<file path="src/rtl/alu_pkg.sv">
// rtl/alu_pkg.sv - shared types, constants and helpers for the ALU execution controller
package alu_pkg;

  localparam int SIZE_DEFAULT = 8;

  // Controller sequencing states
  typedef enum logic [1:0] {
    ST_IDLE = 2'd0,
    ST_EXEC = 2'd1,
    ST_DONE = 2'd2
  } state_t;

  // Bit positions inside the 4-bit {V,C,N,Z} flag word
  localparam int FLAG_V = 3;
  localparam int FLAG_C = 2;
  localparam int FLAG_N = 1;
  localparam int FLAG_Z = 0;

  // ALU operand-select codes; the ALU adds the selected B term to A plus carry-in
  typedef enum logic [2:0] {
    ALU_ZERO     = 3'b000,
    ALU_ONE      = 3'b001,
    ALU_B        = 3'b010,
    ALU_B_INC    = 3'b011,
    ALU_B_NOT    = 3'b100,
    ALU_B_NEG    = 3'b101,
    ALU_ALL_ONES = 3'b110,
    ALU_ZERO_ALT = 3'b111
  } alu_code_t;

  // Assemble individual ALU status bits into the flag word by named index
  function automatic logic [3:0] pack_flags(input logic v, input logic c,
                                            input logic n, input logic z);
    logic [3:0] f;
    f         = '0;
    f[FLAG_V] = v;
    f[FLAG_C] = c;
    f[FLAG_N] = n;
    f[FLAG_Z] = z;
    return f;
  endfunction

endpackage

</file>
<file path="src/rtl/alu_status_reg.sv">
// rtl/alu_status_reg.sv - accumulator and {V,C,N,Z} flag register with flag-only writes
module alu_status_reg
  import alu_pkg::*;
#(
  parameter int SIZE = SIZE_DEFAULT
) (
  input  logic            clk,
  input  logic            rst,
  input  logic            wr_en,
  input  logic            flag_only,
  input  logic [SIZE-1:0] result_in,
  input  logic [3:0]      flags_in,
  output logic [SIZE-1:0] acc_out,
  output logic [3:0]      flags_out
);

  logic [SIZE-1:0] acc_q, acc_d;
  logic [3:0]      flags_q, flags_d;

  // Flags always take the new value on a write; the accumulator is skipped for flag-only ops
  always_comb begin
    acc_d   = acc_q;
    flags_d = flags_q;
    if (wr_en) begin
      flags_d = flags_in;
      if (!flag_only) begin
        acc_d = result_in;
      end
    end
  end

  // Storage registers, cleared by reset
  always_ff @(posedge clk or posedge rst) begin
    if (rst) begin
      acc_q   <= '0;
      flags_q <= '0;
    end else begin
      acc_q   <= acc_d;
      flags_q <= flags_d;
    end
  end

  assign acc_out   = acc_q;
  assign flags_out = flags_q;

endmodule

</file>
<file path="src/rtl/alu_exec_ctrl.sv">
// rtl/alu_exec_ctrl.sv - ALU sequencer: accept, execute, write back; ACC_FORWARD_EN enables accumulator forwarding
module alu_exec_ctrl
  import alu_pkg::*;
#(
  parameter int SIZE = SIZE_DEFAULT
) (
  input  logic            clk,
  input  logic            rst,
  input  logic            inValid,
  output logic            inReady,
  input  logic [SIZE-1:0] inA,
  input  logic [SIZE-1:0] inB,
  input  logic [2:0]      inOp,
  input  logic            inUseAcc,
  input  logic            inFlagOnly,
  output logic [SIZE-1:0] aluA,
  output logic [SIZE-1:0] aluB,
  output logic [2:0]      aluCode,
  output logic            aluCarryIn,
  input  logic [SIZE-1:0] aluResult,
  input  logic            aluV,
  input  logic            aluC,
  input  logic            aluN,
  input  logic            aluZ,
  output logic [SIZE-1:0] accOut,
  output logic [3:0]      flagsOut,
  output logic            outValid,
  output logic            busy
);

  state_t          state_q, state_d;
  logic [SIZE-1:0] a_q, a_d;
  logic [SIZE-1:0] b_q, b_d;
  logic [2:0]      op_q, op_d;
  logic            flag_only_q, flag_only_d;
  logic            wr_en;
  logic [SIZE-1:0] a_sel;

  // Source for operand A; forwarding resolves at accept time, when the accumulator
  // still holds the value the op was issued against
`ifdef ACC_FORWARD_EN
  assign a_sel = inUseAcc ? accOut : inA;
`else
  logic unused_use_acc;
  assign unused_use_acc = inUseAcc;
  assign a_sel          = inA;
`endif

  // Next-state, operand latching and handshake outputs
  always_comb begin
    state_d     = state_q;
    a_d         = a_q;
    b_d         = b_q;
    op_d        = op_q;
    flag_only_d = flag_only_q;
    inReady     = 1'b0;
    busy        = 1'b0;
    outValid    = 1'b0;
    wr_en       = 1'b0;
    case (state_q)
      ST_IDLE: begin
        inReady = 1'b1;
        if (inValid) begin
          a_d         = a_sel;
          b_d         = inB;
          op_d        = inOp;
          flag_only_d = inFlagOnly;
          state_d     = ST_EXEC;
        end
      end
      ST_EXEC: begin
        busy    = 1'b1;
        wr_en   = 1'b1;
        state_d = ST_DONE;
      end
      ST_DONE: begin
        busy     = 1'b1;
        outValid = 1'b1;
        state_d  = ST_IDLE;
      end
      default: begin
        state_d = ST_IDLE;
      end
    endcase
  end

  // State and latched-operand registers; reset discards any op in flight
  always_ff @(posedge clk or posedge rst) begin
    if (rst) begin
      state_q     <= ST_IDLE;
      a_q         <= '0;
      b_q         <= '0;
      op_q        <= '0;
      flag_only_q <= 1'b0;
    end else begin
      state_q     <= state_d;
      a_q         <= a_d;
      b_q         <= b_d;
      op_q        <= op_d;
      flag_only_q <= flag_only_d;
    end
  end

  assign aluA       = a_q;
  assign aluB       = b_q;
  assign aluCode    = op_q;
  assign aluCarryIn = flagsOut[FLAG_C];

  alu_status_reg #(
    .SIZE(SIZE)
  ) u_status (
    .clk       (clk),
    .rst       (rst),
    .wr_en     (wr_en),
    .flag_only (flag_only_q),
    .result_in (aluResult),
    .flags_in  (pack_flags(aluV, aluC, aluN, aluZ)),
    .acc_out   (accOut),
    .flags_out (flagsOut)
  );

endmodule

</file>
<file path="config.mk">
export PLATFORM = sky130hd
export DESIGN_NAME = alu_exec_ctrl
export DESIGN_NICKNAME = d
export VERILOG_FILES = /design/src/rtl/alu_pkg.sv /design/src/rtl/alu_status_reg.sv /design/src/rtl/alu_exec_ctrl.sv
export SDC_FILE = /design/constraint.sdc
export NUM_CORES = 1
export LEC_CHECK = 0
export CAP_MARGIN = 20
export CORE_ASPECT_RATIO = 1.5
export CORE_MARGIN = 10
export CORE_UTILIZATION = 39
export CTS_CLUSTER_DIAMETER = 200
export CTS_CLUSTER_SIZE = 28
export DETAILED_ROUTE_END_ITERATION = 8
export GPL_ROUTABILITY_DRIVEN = 0
export HOLD_SLACK_MARGIN = 0.03
export PLACE_DENSITY = 0.79
export SYNTH_ARGS = -nofsm -noshare
export SYNTH_HDL_FRONTEND = slang
export SYNTH_HIERARCHICAL = 1
export SYNTH_SLANG_ARGS = --single-unit
</file>
<file path="constraint.sdc">
create_clock -name clk -period 1.81 [get_ports clk]
set_input_delay 0.2715 -clock clk [delete_from_list [all_inputs] [get_ports clk]]
set_output_delay 0.2715 -clock clk [all_outputs]
set_load 0.005 [all_outputs]
</file>
==> metrics.md <==
| Metric | Value |
|---|---|
| Register area share after synthesis | `61.2%` |
| Pwr/cell area | `about 1700 nW/um^2` |
| Sequential Area | `~850 sq um` |
| Insertion delay to the later sink of the worst-skew pair | `between 0.2 and 0.3 ns` |
| Leak pwr | `around 0.99 nW` |
| WL/cell | `between 15 and 20 microns` |
| Ratio of final minimum period to clock period | `95.6%` |
| Critical path endpoint category | `output pin` |
| Vias in the first global route | `roughly 1100` |
| Final Max Slew Viols | `0` |
| Place WS | `just over 0.3 ns` |
| H-Tree Depth | `2` |
| Hold_ws | `0.312 ns` |
| Max frequency | `578 MHz` |
| Root buffer cell | `clkbuf_8` |
| Setup TNS | `0 ns` |
| Worst-path clk slew | `around 0.060 ns` |
| IO Port Bufs | `69` |
| GRT Overall Usage | `about an eighth` |
| Min-delay worst type | `in2async` |
| Synth area leader | `dfrtp_1` |
| Starting DRC count in detailed routing | `26` |
| Chip Width | `between 60 and 70 microns` |
| Die Area | `roughly 6400 sq um` |
| Yosys top cell area share | `a little over 60%` |
| Routing usage on met3 | `9.32%` |
| Dpl hpwl | `2.96 mm` |
| Synth Area in XOR/XNOR | `0%` |
| Finished Cell Area | `roughly 2300 sq um` |
| CP Data Required Time | `between 1.5 and 2 ns` |
| Placement Cell Area | `~2100 sq um` |
| Layout Nets | `201` |
| Layout cell share with drive strength beyond 1 | `18.5%` |
| Worst Path Arrival | `1.46 ns` |
| PnR Total Power | `between 3 and 4 mW` |
| Area of the multi-input gates | `roughly 500 sq um` |
| Final Util | `66.0%` |
| Via count | `approximately 950` |
| Commonest non-fill, non-tap cell in the layout | `clkdlybuf4s50_1` |
| Setup ws final | `approximately 0.08 ns` |
| Final WL | `3.63 mm` |
| TritonRoute pass-1 iters | `4` |
| Vias per cell | `between 4 and 5` |
| Antenna cells | `0` |
| Syn_area_per_cell | `16.7 sq um` |
| I/O pins | `71` |
| VDD IR max | `0.000993 V` |
| GRT Max-Usage Layer | `met2` |
| Die height | `between 90 and 100 microns` |
| Fin crit period | `between 1.5 and 2 ns` |
| Post-synthesis simple-gate area fraction | `about 1.7%` |
| Worst Setup Start Kind | `flip-flop` |
| Antenna Nets Post-Route | `0` |
| Largest net degree at the start of global routing | `23` |
| Max cap viols | `0` |
| Synth-to-layout area growth | `62.1%` |
| Placed insts | `between 150 and 200` |
| RSZ-0062 raised after global routing | `false` |
| Syn nets | `approximately 120` |
| Filler cell count | `around 260` |
| Hold Fails Final Rpt | `0` |
| Main combinational cell family by area after synthesis | `multiplexers` |
| Relative slew slack | `between 70% and 80%` |
| Post-route DRC | `0` |
| Core area | `around 3400 sq um` |
| # setup viols final | `0` |
| Compound-cell area share of the yosys netlist | `0%` |
| CTS Sinks | `34` |
| Synth Area in Adders | `3.60%` |
| First-pass GRT wire length | `between 5 and 6 mm` |
| Initial Util | `between 40 and 50%` |
| Crit-path max FO | `3` |
| Met1 Use GR | `11.5%` |
| Initial antenna violation count | `0` |
| #FFs+latches synth | `34` |
| Synth cell types | `12` |
| Post-CTS Hold Fix Bufs | `0` |
| Crit Path Class | `reg2out` |
| Layout Cells excl Fill | `204` |
| Skew final | `0.00364 ns` |
| Grt met2 use | `a little under a fifth` |
| Clk buf depth | `2` |
| Yosys warnings | `6` |
| Worst Max-Slew Pin Slew | `~0.43 ns` |
| Synthesized cell area | `around 1400 sq um` |
| Synth area leaders | `dfrtp_1 61%, mux2_1 16%, mux2_4 8.6%` |
| Rows | `26` |
| TritonCTS clock tree | `done` |
| Synth Instances | `a little over 80` |
| Most frequent cells in the layout | `68 x clkdlybuf4s50_1, 34 x dfrtp_1, 20 x mux2_1` |
| Post-synthesis mux area share | `between 20 and 30%` |
| Outcome | `completed` |
| Num CTS Buffers | `5` |
| GRT Residual Overflow | `0` |
cell usage after synthesis:
cell type,count
dfrtp_1,34
mux2_1,20
mux2_4,8
mux2_2,6
ha_1,4
inv_1,4
buf_2,2
buf_12,1
buf_4,1
nand2_1,1
nand2b_1,1
nor2b_4,1
cell type report:
type                       count  area share, %
tap                           42           2.33
multi-input combinational     41           21.6
timing repair buffer          75           32.8
clock buffer                   8           4.89
sequential                    34           37.8
inverter                       4          0.666
per-layer routing:
metal  up-vias  routed length, microns  part of all wire [%]
li1        435                       -                     -
met1       443                    1290                    36
met2        63                    1640                    45
met3         6                     655                    18
met4         0                      49                   1.3
met5         -                       0                     0
worst max-delay path: stages, from the launching register on:
cell	delay, ns
dfrtp_1	0.38
inv_1	0.10
ha_1	0.18
clkdlybuf4s50_1	0.50
power breakdown:
group          leakage (nW)  switching, mW  internal, mW
registers             0.401          0.207          1.15
logic                 0.530          0.562          1.24
clock network        0.0575          0.263         0.384
total                 0.988           1.03          2.78
sequential cells by signal, summed over array words and instances, names as in the netlist:
register and cells:
aluA 8, aluB 8, u_status/acc_out 8, u_status/flags_out 4, aluCode 3, state_q 2
flag_only_q 1
worst paths after layout:
check | startpoint | end | slack, ns | cells past startpoint
max in group asynchronous | rst | u_status/acc_out[4] | 1.20 | 2
worst min register to register | aluCode[2] | aluCode[2] | 0.49 | 1
min in group clk | aluCode[2] | aluCode[2] | 0.49 | 1
worst min-delay path | rst | u_status/flags_out[1] | 0.31 | 2
worst max register to register | state_q[0] | u_status/acc_out[4] | 0.37 | 4
worst max-delay path | state_q[0] | inReady | 0.08 | 3
repair_timing:
action,4_1_cts,5_1_grt
pin swaps,0,0
setup endpoints to repair,1,2
gates resized for setup,0,2
buffers inserted,2,0
kinds of logic (layout without fill, tap and decap cells):
family / count (synthesis) / count (layout)
buf+inv: 8 / 87
flops: 34 / 34
fa+ha+maj: 4 / 4
mux: 34 / 34
simple gates: 3 / 3
(Power assumes the default switching activity.)
